===== config.mk =====
export PLATFORM = sky130hd
export DESIGN_NAME = hps_pio_responder
export DESIGN_NICKNAME = d
export VERILOG_FILES = /design/src/rtl/hps_pio_responder.sv
export SDC_FILE = /design/constraint.sdc
export NUM_CORES = 1
export LEC_CHECK = 0
export CAP_MARGIN = 20
export CORE_ASPECT_RATIO = 1.5
export CORE_MARGIN = 2
export CORE_UTILIZATION = 50
export DETAILED_ROUTE_END_ITERATION = 8
export PLACE_DENSITY = 0.78
export SYNTH_ARGS = -nofsm -noshare
export SYNTH_HDL_FRONTEND = slang
export SYNTH_SLANG_ARGS = --single-unit
export TNS_END_PERCENT = 10

===== constraint.sdc =====
create_clock -name clk_clk -period 4.3 [get_ports clk_clk]
set_input_delay 0.645 -clock clk_clk [delete_from_list [all_inputs] [get_ports clk_clk]]
set_output_delay 0.645 -clock clk_clk [all_outputs]
set_load 0.01 [all_outputs]

===== src/rtl/hps_pio_responder.sv =====
// hps_pio_responder: Avalon-MM register block for the board switches and LEDs.
// Switches are synchronised, debounced per bit and edge-captured into a
// maskable level interrupt. LEDs are driven from a register with
// write, bit-set and bit-clear access. Reads have a fixed latency of one cycle.
module hps_pio_responder #(
    parameter int               WIDTH           = 10,
    parameter int               DEBOUNCE_CYCLES = 500000,
    parameter logic [WIDTH-1:0] LED_RESET       = '0
) (
    input  logic             clk_clk,
    input  logic             reset_reset_n,
    input  logic [2:0]       avs_address,
    input  logic             avs_read,
    input  logic             avs_write,
    input  logic [31:0]      avs_writedata,
    input  logic [3:0]       avs_byteenable,
    output logic [31:0]      avs_readdata,
    output logic             avs_readdatavalid,
    input  logic [WIDTH-1:0] sw_in,
    output logic [WIDTH-1:0] led_out,
    output logic             irq
);

    localparam int               CNT_W    = $clog2(DEBOUNCE_CYCLES + 1);
    localparam logic [CNT_W-1:0] CNT_LAST = CNT_W'(DEBOUNCE_CYCLES - 1);
    localparam logic [31:0]      ID_VALUE = 32'h5057_0001;

    localparam logic [2:0] ADDR_DATA = 3'd0;
    localparam logic [2:0] ADDR_LED  = 3'd1;
    localparam logic [2:0] ADDR_MASK = 3'd2;
    localparam logic [2:0] ADDR_EDGE = 3'd3;
    localparam logic [2:0] ADDR_SET  = 3'd4;
    localparam logic [2:0] ADDR_CLR  = 3'd5;
    localparam logic [2:0] ADDR_ID   = 3'd6;

    // ------------------------------------------------------------------
    // Switch input path
    // ------------------------------------------------------------------
    logic [WIDTH-1:0] sync1_q;
    logic [WIDTH-1:0] sync2_q;
    logic [WIDTH-1:0] deb_q;       // debounced switch state (DATA)
    logic [WIDTH-1:0] deb_prev_q;  // debounced state one cycle ago, for edge detect

    // Two-flop synchroniser on the raw asynchronous switch pins
    always_ff @(posedge clk_clk or negedge reset_reset_n) begin
        if (!reset_reset_n) begin
            sync1_q <= '0;
            sync2_q <= '0;
        end else begin
            sync1_q <= sw_in;
            sync2_q <= sync1_q;
        end
    end

    // One independent debouncer per switch bit
    for (genvar gi = 0; gi < WIDTH; gi++) begin : g_debounce
        logic [CNT_W-1:0] cnt_q;
        logic [CNT_W-1:0] cnt_d;
        logic             deb_bit_q;
        logic             deb_bit_d;

        // Count consecutive cycles of disagreement; any agreement restarts
        // the count, and the final count both commits the bit and clears.
        always_comb begin
            cnt_d     = '0;
            deb_bit_d = deb_bit_q;
            if (sync2_q[gi] != deb_bit_q) begin
                if (cnt_q == CNT_LAST) begin
                    deb_bit_d = sync2_q[gi];
                end else begin
                    cnt_d = cnt_q + 1'b1;
                end
            end
        end

        // Debounce counter and debounced bit registers
        always_ff @(posedge clk_clk or negedge reset_reset_n) begin
            if (!reset_reset_n) begin
                cnt_q     <= '0;
                deb_bit_q <= 1'b0;
            end else begin
                cnt_q     <= cnt_d;
                deb_bit_q <= deb_bit_d;
            end
        end

        assign deb_q[gi] = deb_bit_q;
    end

    // ------------------------------------------------------------------
    // Byte-lane write mask
    // ------------------------------------------------------------------
    logic [31:0]      be_mask;
    logic [WIDTH-1:0] be_bits;   // register bits this write may touch
    logic [WIDTH-1:0] wr_bits;   // write data restricted to enabled lanes

    for (genvar gi = 0; gi < 32; gi++) begin : g_be_mask
        assign be_mask[gi] = avs_byteenable[gi / 8];
    end

    assign be_bits = be_mask[WIDTH-1:0];
    assign wr_bits = avs_writedata[WIDTH-1:0] & be_bits;

    // Data bits above WIDTH-1 and lanes beyond the register width are ignored
    logic unused_bits;
    assign unused_bits = ^{avs_writedata, be_mask};

    // ------------------------------------------------------------------
    // Register file
    // ------------------------------------------------------------------
    logic [WIDTH-1:0] led_q,  led_d;
    logic [WIDTH-1:0] mask_q, mask_d;
    logic [WIDTH-1:0] edge_q, edge_d;
    logic [WIDTH-1:0] edge_clr;
    logic             irq_q,  irq_d;
    logic [31:0]      rdata_q, rdata_d;
    logic             rvalid_q, rvalid_d;
    logic             rd_accept;
    logic [31:0]      rd_mux;

    // A read that collides with a write is dropped
    assign rd_accept = avs_read & ~avs_write;

    // Write decode and next-state for LED, MASK, EDGE and the interrupt
    always_comb begin
        led_d    = led_q;
        mask_d   = mask_q;
        edge_clr = '0;
        if (avs_write) begin
            case (avs_address)
                ADDR_LED:  led_d    = (led_q & ~be_bits) | wr_bits;
                ADDR_MASK: mask_d   = (mask_q & ~be_bits) | wr_bits;
                ADDR_EDGE: edge_clr = wr_bits;
                ADDR_SET:  led_d    = led_q | wr_bits;
                ADDR_CLR:  led_d    = led_q & ~wr_bits;
                default:   ;
            endcase
        end
        // New edges are ORed in after the clear so a coincident set wins
        edge_d = (edge_q & ~edge_clr) | (deb_q ^ deb_prev_q);
        irq_d  = |(edge_q & mask_q);
    end

    // Read data selection; unmapped and write-only addresses return 0
    always_comb begin
        rd_mux = '0;
        case (avs_address)
            ADDR_DATA: rd_mux = 32'(deb_q);
            ADDR_LED:  rd_mux = 32'(led_q);
            ADDR_MASK: rd_mux = 32'(mask_q);
            ADDR_EDGE: rd_mux = 32'(edge_q);
            ADDR_ID:   rd_mux = ID_VALUE;
            default:   rd_mux = '0;
        endcase
    end

    // Read response: data is held only for the single valid cycle
    always_comb begin
        rvalid_d = rd_accept;
        rdata_d  = rd_accept ? rd_mux : 32'h0;
    end

    // Register state and bus response
    always_ff @(posedge clk_clk or negedge reset_reset_n) begin
        if (!reset_reset_n) begin
            led_q      <= LED_RESET;
            mask_q     <= '0;
            edge_q     <= '0;
            deb_prev_q <= '0;
            irq_q      <= 1'b0;
            rdata_q    <= '0;
            rvalid_q   <= 1'b0;
        end else begin
            led_q      <= led_d;
            mask_q     <= mask_d;
            edge_q     <= edge_d;
            deb_prev_q <= deb_q;
            irq_q      <= irq_d;
            rdata_q    <= rdata_d;
            rvalid_q   <= rvalid_d;
        end
    end

    assign led_out           = led_q;
    assign irq               = irq_q;
    assign avs_readdata      = rdata_q;
    assign avs_readdatavalid = rvalid_q;

endmodule


==> results.yml, run 1 <==
yosys:
  synthAdderAreaFrac_pct: 0.9739
  synth_area_sq_um: 12850
  ys_warn_count: 0
  synthCells: 1247
  muxShareOfSynthArea_pct: 3.409
  synth_top_family_by_area: "simple AND/OR/NAND/NOR gates"
  yosysUniqueCellTypes: 54
  ys_seq_area_share_pct: 53.17
  syn_avg_cell_area_sq_um: 10.30
  ys_ff_latch: 273
  synth-simple-area-share_pct: 23.00
  synth_xor_area_share_pct: 10.02
  synthArstFlopShare_pct: 100.0
  synth_edf_count: 0
  synth_top_flop_cell: "dfrtp_1"
  synth_compound_area_share_pct: 6.067
drt:
  antenna_left: 0
  drtPass1Iterations: 5
  top_layer_used: "met5"
  wl_per_cell_um: 15.17
  via_per_inst: 5.575
  wl_met2_um: 12920
  drt_wl_total_um: 25140
  drc_errors: 0
  met1_length_um: 10320
  drt_iter0_markers: 488
  num_vias: 9237
  dr_wl_met3_um: 1311
floorplan:
  ios: 97
  die_width_um: 134.9
  core_area_sq_um: 25140
  die_h_um: 200.3
  initial_core_util_pct: 51.10
  num_rows: 71
  fp.dieArea_sq_um: 27020
flow_run:
  cap_violations: 0
sta:
  timing.final.ws_setup_ns: 2.022
  finClkSkew_ns: 0.02957
  finalSetupTns_ns: 0
  fmax_ghz: 0.4390
  setup_viol: 0
  drv_slew: 0
  period_minus_slack_ns: 2.278
  hold_violations: 0
  max-slew-margin-rel_pct: 33.43
  worst_pin_slew_ns: 0.9986
  grt_setup_unrepaired: "false"
  timing.final.crit_share_pct: 52.97
worst_setup_path:
  crit_path_max_incr_delay_ns: 1.00
  critical_path_arrival_ns: 2.65
  crit_chain: "clkdlybuf4s50_1 > nor2_1 > or3_1 > nand2_1 > o211ai_1"
  critPathMaxFanout: 17
  setup.worst_path.start: "avs_address[0]"
  cp-end-kind: "flip-flop"
  timing.rr.start: "g_debounce[1].cnt_q[0]$_DFF_PN0_"
  worst_setup_path_start_kind: "primary input"
  cp_slowest_cell: "clkdlybuf4s50_1"
  worstPathRequired_ns: 4.67
  worstSetupPathType: "in -> reg"
global_routing:
  antenna_found_initial: 4
  grt.total_usage_pct: 19.12
  grt_max_degree: 136
  grt_pass1_vias: 9452
  grt_overflow: 0
  grt_pass1_wl_um: 43820
pwr:
  p_leak_nw: 6.095
  p_per_area_nw_per_um2: 368.4
  vdd_drop_max_mv: 0.3038
  finalPower_mw: 5.371
final_layout:
  finalNonFillerCells: 1657
  fill_cells: 2056
  drive_gt1_share_pct: 7.455
  final_nets: 1371
  area_growth_pct: 13.48
  post-route-util_pct: 57.99
clocking:
  path_clk_slew_ns: 0.06
  cts_buffers: 27
  clock_latency_ns: 0.54
  cts_tree: "done"
  cts_setup_buffers: 0
  post_cts_resized: 0
  hold_buffers: 0
  cts_sinks: 273
  htreeDepth: 1
  cts_buffer_depth: 3
  clockRootBuffer: "clkbuf_16"
placed_design:
  place.gp.congestion: 0.8268
  dp_hpwl_um: 17390
  place_ws_ns: 1.499
  placedCellCount: 1606
  io_buffers: 57
run_status:
  status: "finished clean"
worst_hold_path:
  hold_path_class: "in -> async"
==> registers in the layout (all words and copies together), names as in the netlist, 10 cells and up, named ones only <==
register,cells
avs_readdata,11
deb_prev_q,10
edge_q,10
g_debounce.cnt_q,190
g_debounce.deb_bit_q,10
led_out,10
sync1_q,10
sync2_q,10
==> metrics by stage <==
stage,hold slack [ns],instance area [sq um]
5_1_grt,0.3231,14580
3_5_place_dp,0.3347,13720
2_1_floorplan,0.3312,12900
4_1_cts,0.2710,14570
6_report,0.2234,14580
3_3_place_gp,0.3328,13710
==> final timing paths <==
kind	depth (start not counted)	slack (ns)	to
max in group asynchronous	2	3.14	g_debounce[7].cnt_q[16]$_DFF_PN0_
worst max-delay path	5	2.02	led_out[6]$_DFFE_PN0P_
worst min-delay path	1	0.22	g_debounce[4].cnt_q[6]$_DFF_PN0_
worst min register to register	0	0.35	sync2_q[2]$_DFF_PN0_
min in group clk_clk	0	0.35	sync2_q[2]$_DFF_PN0_
worst max register to register	6	2.05	g_debounce[1].cnt_q[18]$_DFF_PN0_
==> area by class of cell <==
class / instances / area (sq um) / area share [%]
Sequential cell: 273 / 6832 / 46.86
Multi-Input combinational cell: 898 / 5642 / 38.70
Clock buffer: 38 / 757.0 / 5.192
Timing Repair Buffer: 71 / 706.9 / 4.849
Tap cell: 328 / 410.4 / 2.815
Inverter: 37 / 138.9 / 0.9526
Clock inverter: 11 / 90.09 / 0.6179
Antenna cell: 1 / 2.502 / 0.01716
==> power by group <==
| group | internal (mW) | total, mW | switching [mW] | leakage [nW] |
|---|---|---|---|---|
| Clock | 1.29 | 2.26 | 0.972 | 0.420 |
| Sequential | 2.65 | 2.74 | 0.0868 | 3.70 |
| Combinational | 0.174 | 0.371 | 0.198 | 1.97 |
==> Yosys cell counts, drive strengths merged, types with 24 or more instances <==
cell | n | area share (%)
clkbuf | 25 | 0.73
nor4 | 31 | 1.5
xnor2 | 77 | 5.2
nand2 | 96 | 2.8
nor3 | 33 | 1.3
dfrtp | 273 | 53
inv | 37 | 1.1
xor2 | 70 | 4.8
or4 | 24 | 1.4
a21oi | 42 | 1.6
nand4 | 56 | 2.7
nand3 | 54 | 2.1
nor2 | 173 | 5.1
buf | 28 | 1.5
or3 | 24 | 1.2
o21ai | 34 | 1.4
==> layer usage <==
metal | vias up | track usage [%]
met4 | 6 | 5.338
met5 | - | 0
met3 | 43 | 3.771
met2 | 176 | 33.90
li1 | 4481 | -
met1 | 4531 | 23.53
==> cell usage in the layout, fill, tap and decap left out, drive strengths merged, types with 12 or more instances in the layout <==
cell type / netlist / routed
a21oi: 42 / 42
and3: 21 / 21
and4: 14 / 14
buf: 28 / 14
clkbuf: 25 / 39
clkdlybuf4s50: 0 / 56
conb: 1 / 15
dfrtp: 273 / 273
inv: 37 / 39
mux2: 20 / 20
nand2: 96 / 96
nand3: 54 / 54
nand3b: 12 / 12
nand4: 56 / 56
nor2: 173 / 173
nor3: 33 / 33
nor4: 31 / 31
o21ai: 34 / 34
o31ai: 14 / 14
or3: 24 / 24
or4: 24 / 24
xnor2: 77 / 77
xor2: 70 / 70
==> worst max-delay path: cells and delay by family <==
kind,cells,cell delay [ns]
AND/OR/NAND/NOR,3,0.89
buffers and inverters,1,1.00
AO/OA/AOI/OAI,1,0.10
==> logic make-up after synthesis <==
kind of cell	Yosys count
compound gates	123
xor+xnor	147
fa+ha+maj	10
buf+inv	90
flops	273
mux	30
other cells	1
simple gates	573
Note: power is estimated with default switching activity, not from simulation.
==> run 2: changes to the inputs <==
--- a/config.mk
+++ b/config.mk
@@ -10,7 +10,7 @@
 export CORE_MARGIN = 2
 export CORE_UTILIZATION = 50
 export DETAILED_ROUTE_END_ITERATION = 8
-export PLACE_DENSITY = 0.78
+export PLACE_DENSITY = 0.81
 export SYNTH_ARGS = -nofsm -noshare
 export SYNTH_HDL_FRONTEND = slang
 export SYNTH_SLANG_ARGS = --single-unit
==> constraint.sdc (replaced) <==
create_clock -name clk_clk -period 1.9 [get_ports clk_clk]
set_input_delay 0.285 -clock clk_clk [delete_from_list [all_inputs] [get_ports clk_clk]]
set_output_delay 0.285 -clock clk_clk [all_outputs]
set_load 0.01 [all_outputs]
==> run 2 against run 1 <==
The flow now finishes with violations (setup timing). Worst setup slack got worse by 2.1 ns. Register-to-register slack got worse by 2.1 ns. Combinational power increased to 2.5 times the previous value. Wire length increased by 7.4%. Utilization increased by 3.5 points. Clock-buffer cell count decreased by 5. Non-clock buffer count increased by 85. Cell count increased by 4.9%. Critical path type is now reg -> reg. Largest cell class unchanged. Largest power group unchanged.
==> results.yml, run 2 (same netlist as run 1, synthesis figures left out) <==
global_routing:
  grt_max_degree: 63
  grt_overflow: 0
  grt_pass1_vias: 9974
  grt.total_usage_pct: 20.23
  grt_pass1_wl_um: 45630
  antenna_found_initial: 5
worst_setup_path:
  crit_chain: "or4b_1 > or4_4 > o21ai_4 > buf_12 > a21oi_1"
  worst_setup_path_start_kind: "flip-flop"
  cp-endpoint: "g_debounce[3].cnt_q[16]$_DFF_PN0_"
  worst_r2r_endpoint: "g_debounce[3].cnt_q[16]$_DFF_PN0_"
  setup.worst_path.start: "g_debounce[3].cnt_q[14]$_DFF_PN0_"
  worst-path-buf-inv: 1
  critical_path_arrival_ns: 2.39
  worstSetupPathType: "reg -> reg"
  cp_slowest_cell: "or4_4"
  critPathMaxFanout: 19
  worstPathRequired_ns: 2.31
  rr_worst_depth: 5
  cp-end-kind: "flip-flop"
  timing.rr.start: "g_debounce[3].cnt_q[14]$_DFF_PN0_"
  rrSetupSlack_ns: -0.08
  cpLargestDelayFamily: "simple AND/OR/NAND/NOR gates"
  crit_path_max_incr_delay_ns: 0.57
  cp.depth: 5
floorplan:
  die_h_um: 200.3
  core_area_sq_um: 25140
  fp.dieArea_sq_um: 27020
  ios: 97
  initial_core_util_pct: 51.10
  num_rows: 71
  die_width_um: 134.9
drt:
  antenna_left: 0
  drc_errors: 0
  num_vias: 9718
  drtPass1Iterations: 5
  drt_iter0_markers: 485
  wl_per_cell_um: 15.53
  drt_wl_total_um: 27010
  via_per_inst: 5.588
sta:
  period_minus_slack_ns: 1.981
  hold_violations: 0
  whs_ns: 0.1900
  timing.final.crit_share_pct: 104.3
  timing.final.ws_setup_ns: -0.08134
  setup_viol: 20
  fmax_ghz: 0.5047
  worst_pin_slew_ns: 0.5946
  grt_setup_unrepaired: "true"
  max-slew-margin-rel_pct: 60.28
  drv_slew: 0
  finClkSkew_ns: 0.01830
pwr:
  finalPower_mw: 12.57
  p_leak_nw: 6.603
  p_per_area_nw_per_um2: 813.2
  vdd_drop_max_mv: 0.6620
placed_design:
  place.gp.congestion: 0.8575
  io_buffers: 57
  placed_area_sq_um: 14460
  place_ws_ns: -0.1338
  placedCellCount: 1691
  dp_hpwl_um: 18830
final_layout:
  layout_common_cells: "dfrtp_1, nor2_1, nand2_1, buf_4, xnor2_1"
  fill_cells: 2001
  final_common_cell: "dfrtp_1"
  fin_area_sq_um: 15460
  finalNonFillerCells: 1739
  final_nets: 1455
  max_flop_register: "g_debounce.cnt_q"
  largest_reg_flops: 190
  area_growth_pct: 20.33
  drive_gt1_share_pct: 14.20
clocking:
  cts_buffer_depth: 3
  cts_buffers: 26
  clock_latency_ns: 0.53
  htreeDepth: 1
  cts_tree: "done"
  path_clk_slew_ns: 0.06
  clockRootBuffer: "clkbuf_16"
  cts_sinks: 273
run_status:
  status: "finished, violations left"
  violations: "setup timing"
worst_hold_path:
  hold_path_class: "in -> reg"
  worstHoldStart: "sw_in[0]"
flow_run:
  cap_violations: 0
run 2: changes by cell type in the layout (fill, tap and decap cells not counted), sizes merged:
cell / change
clkinvlp: -1
inv: -2
bufinv: +3
clkbuf: -6
clkdlybuf4s50: -5
buf: +85
dlygate4sd3: +1
dlygate4sd2: +2
dlymetal6s2s: +3
diode: +2
run 2: how the worst min path moves through the flow:
stage	endpoint	slack, ns	depth (start not counted)
finish	sync1_q[0]$_DFF_PN0_	0.19	1
global route	sync1_q[5]$_DFF_PN0_	0.18	1
CTS	sync1_q[7]$_DFF_PN0_	0.17	1
detailed placement	g_debounce[2].cnt_q[13]$_DFF_PN0_	0.28	1
global placement	g_debounce[1].cnt_q[12]$_DFF_PN0_	0.28	1
floorplan	async pin	-0.01	0
run 2: stage by stage:
stage	util, %	setup TNS, ns
after floorplan	-	-2.812
after global placement	57.53	-0.8688
after detailed placement	57.53	-1.517
after CTS	61.23	-1.443
after global routing	61.48	-2.520
final	61.49	-1.269
run 2: repair_timing:
| item | CTS | global route |
|---|---|---|
| gates resized for setup | 8 | 17 |
| endpoints found under the hold margin | 51 | 0 |
| setup buffers | 0 | 0 |
| hold buffers | 1 | 0 |
| pin swaps | 3 | 4 |
| setup endpoints to repair | 24 | 45 |
run 2: routing by layer:
| layer | GRT usage (%) | part of all wire, % | vias up |
|---|---|---|---|
| met5 | 0 | 0.10 | - |
| met1 | 23.74 | 40 | 4778 |
| li1 | - | - | 4651 |
| met4 | 9.511 | 4.1 | 4 |
| met3 | 3.948 | 5.1 | 70 |
| met2 | 35.32 | 51 | 215 |
run 2: layout make-up:
cell class	count	area, sq um	area share [%]
Sequential cell	273	6833	44.20
Multi-Input combinational cell	898	5725	37.03
Clock inverter	11	173.9	1.125
Antenna cell	3	7.507	0.04856
Inverter	37	138.9	0.8983
Clock buffer	33	728.2	4.710
Timing Repair Buffer	156	1443	9.331
Tap cell	328	410.4	2.655
run 2: where the power goes:
group,internal [mW],switching [mW]
clock,3.25,2.21
sequential,6.00,0.181
combinational,0.444,0.485
==> run 3: changes to the inputs <==
--- a/config.mk
+++ b/config.mk
@@ -8,9 +8,9 @@
 export CAP_MARGIN = 20
 export CORE_ASPECT_RATIO = 1.5
 export CORE_MARGIN = 2
-export CORE_UTILIZATION = 50
+export CORE_UTILIZATION = 53
 export DETAILED_ROUTE_END_ITERATION = 8
-export PLACE_DENSITY = 0.81
+export PLACE_DENSITY = 0.84
 export SYNTH_ARGS = -nofsm -noshare
 export SYNTH_HDL_FRONTEND = slang
 export SYNTH_SLANG_ARGS = --single-unit
==> run 3 against run 2 <==
The flow still finishes with violations (setup timing). Fmax fell by 1.2%. Design area shrank 0.83%. Clock power fell by 7.7%. Worst setup slack worse by 0.024 ns. Non-clock buffer count fell by 7. Flip-flop and latch count stayed put. Via count up 1.6%. Critical path depth is the same. Sequential power about the same. Clock-buffer cell count down 1. Combinational power up 0.6%. Critical path type unchanged.
==> results.yml, run 3 (same netlist as run 1, synthesis figures left out) <==
worst_setup_path:
  worst_r2r_endpoint: "g_debounce[3].cnt_q[11]$_DFF_PN0_"
  cp_slowest_cell: "or4_4"
  critPathMostFrequentCell: "or4_4"
  critical_path_arrival_ns: 2.41
  cp-end-kind: "flip-flop"
  crit_chain: "or4_4 > or4_4 > o21ai_4 > buf_12 > nor2_1"
  cp.depth: 5
  worst_setup_path_start_kind: "flip-flop"
  cpLargestDelayFamily: "simple AND/OR/NAND/NOR gates"
  worst-path-buf-inv: 1
  rr_worst_depth: 5
  cp-endpoint: "g_debounce[3].cnt_q[11]$_DFF_PN0_"
  rrSetupSlack_ns: -0.11
  critPathMaxFanout: 19
  timing.rr.start: "g_debounce[3].cnt_q[12]$_DFF_PN0_"
  worstSetupPathType: "reg -> reg"
  worstPathRequired_ns: 2.31
  setup.worst_path.start: "g_debounce[3].cnt_q[12]$_DFF_PN0_"
  crit_path_max_incr_delay_ns: 0.56
final_layout:
  post-route-util_pct: 64.58
  final_nets: 1447
  max_flop_register: "g_debounce.cnt_q"
  final_common_cell: "dfrtp_1"
  multi_input_area_sq_um: 5769
  largest_reg_flops: 190
  regArea_sq_um: 6833
  n_antenna_cell: 0
  layout_common_cells: "dfrtp_1, nor2_1, nand2_1, buf_4, xnor2_1"
  area_growth_pct: 19.34
  drive_gt1_share_pct: 14.44
  fill_cells: 1735
  fin_area_sq_um: 15330
drt:
  drtPass1Iterations: 5
  drt_wl_total_um: 27910
  wl_per_cell_um: 16.24
  drt_iter0_markers: 584
  drc_errors: 0
  num_vias: 9877
  via_per_inst: 5.749
  antenna_left: 0
pwr:
  p_per_area_nw_per_um2: 793.3
  vdd_drop_max_mv: 0.6608
  p_leak_nw: 6.503
  finalPower_mw: 12.16
clocking:
  cts_sinks: 273
  path_clk_slew_ns: 0.06
  cts_tree: "done"
  cts_buffer_depth: 3
  clockRootBuffer: "clkbuf_16"
  clock_latency_ns: 0.52
  htreeDepth: 1
  cts_buffers: 25
global_routing:
  grt_overflow: 0
  grt.total_usage_pct: 22.03
  grt_max_degree: 60
  grt_pass1_vias: 10250
  antenna_found_initial: 1
  grt_pass1_wl_um: 47910
floorplan:
  die_h_um: 194.7
  initial_core_util_pct: 54.11
  num_rows: 69
  ios: 97
  die_width_um: 131.1
  fp.dieArea_sq_um: 25530
  core_area_sq_um: 23740
flow_run:
  cap_violations: 0
placed_design:
  io_buffers: 57
  placed_area_sq_um: 14400
  place.gp.congestion: 0.8459
  dp_hpwl_um: 19160
  place_ws_ns: -0.1273
sta:
  hold_violations: 0
  period_minus_slack_ns: 2.006
  finalSetupTns_ns: -1.834
  max-slew-margin-rel_pct: 61.30
  fmax_ghz: 0.4985
  timing.final.crit_share_pct: 105.6
  finClkSkew_ns: 0.009742
  worst_pin_slew_ns: 0.5793
  grt_setup_unrepaired: "true"
  drv_slew: 0
  timing.final.ws_setup_ns: -0.1058
  setup_viol: 20
run_status:
  status: "finished, violations left"
  violations: "setup timing"
worst_hold_path:
  hold_path_class: "in -> reg"
[run 3: cell types whose count changed in the layout (fill, tap and decap cells not counted), sizes merged]
| cell | before | now |
|---|---|---|
| inv | 37 | 38 |
| bufinv | 4 | 2 |
| diode | 3 | 0 |
| clkinv | 7 | 2 |
| dlymetal6s2s | 3 | 1 |
| dlygate4sd2 | 2 | 0 |
| clkdlybuf4s50 | 51 | 55 |
| clkinvlp | 0 | 5 |
| buf | 99 | 92 |
| clkbuf | 33 | 32 |
[run 3: area by class of cell]
| cell class | count | share of cell area (%) |
|---|---|---|
| well taps | 319 | 2.603 |
| inverters | 37 | 0.9058 |
| flip-flops and latches | 273 | 44.57 |
| repair buffers | 149 | 9.026 |
| multi-input cells | 898 | 37.63 |
| clock inverters | 10 | 0.7589 |
| clock buffers | 32 | 4.513 |
[run 3: report_power, final]
part / leakage (nW) / internal (mW) / switching, mW / total (mW)
Clock: 0.382 / 2.84 / 2.19 / 5.04
Combinational: 2.42 / 0.451 / 0.484 / 0.935
Sequential: 3.70 / 6.00 / 0.188 / 6.19
Total: 6.50 / 9.30 / 2.87 / 12.2
[run 3: per-stage QoR]
stage               hold slack [ns]  std cells
floorplan                  -0.01059       1261
global placement             0.2508       1675
detailed placement           0.2460       1675
CTS                          0.1888       1718
global route                 0.2000       1718
finish                       0.2008       1718
[run 3: worst min-delay path by stage]
stage | startpoint | end | slack, ns | depth (start not counted)
2_1_floorplan | reset_reset_n | async pin | -0.01 | 0
3_5_place_dp | reset_reset_n | g_debounce[4].cnt_q[2]$_DFF_PN0_ | 0.25 | 1
3_3_place_gp | reset_reset_n | g_debounce[4].cnt_q[2]$_DFF_PN0_ | 0.25 | 1
5_1_grt | sw_in[2] | sync1_q[2]$_DFF_PN0_ | 0.20 | 1
6_report | sw_in[1] | sync1_q[1]$_DFF_PN0_ | 0.20 | 1
4_1_cts | sw_in[1] | sync1_q[1]$_DFF_PN0_ | 0.19 | 1
[run 3: metal layers]
metal	part of all wire [%]	vias to the layer above	GRT usage, %	routed length [um]
met5	0.047	-	0	13
met1	38	4937	25.33	10610
met2	55	233	41.83	15310
li1	-	4634	-	-
met4	2.9	2	7.488	814
met3	4.2	71	3.052	1163
[run 3: timing repair]
action	CTS	global route
hold endpoints to repair	51	0
resized for setup	6	25
hold buffers	1	0
pin swaps	1	1
endpoints found under the setup margin	23	62
buffers inserted	0	0
[run 3: worst register-to-register path, stage by stage, from the launching register on]
cell     delay [ns]
dfrtp_1        0.38
or4_4          0.52
or4_4          0.56
o21ai_4        0.19
buf_12         0.17
nor2_1         0.07
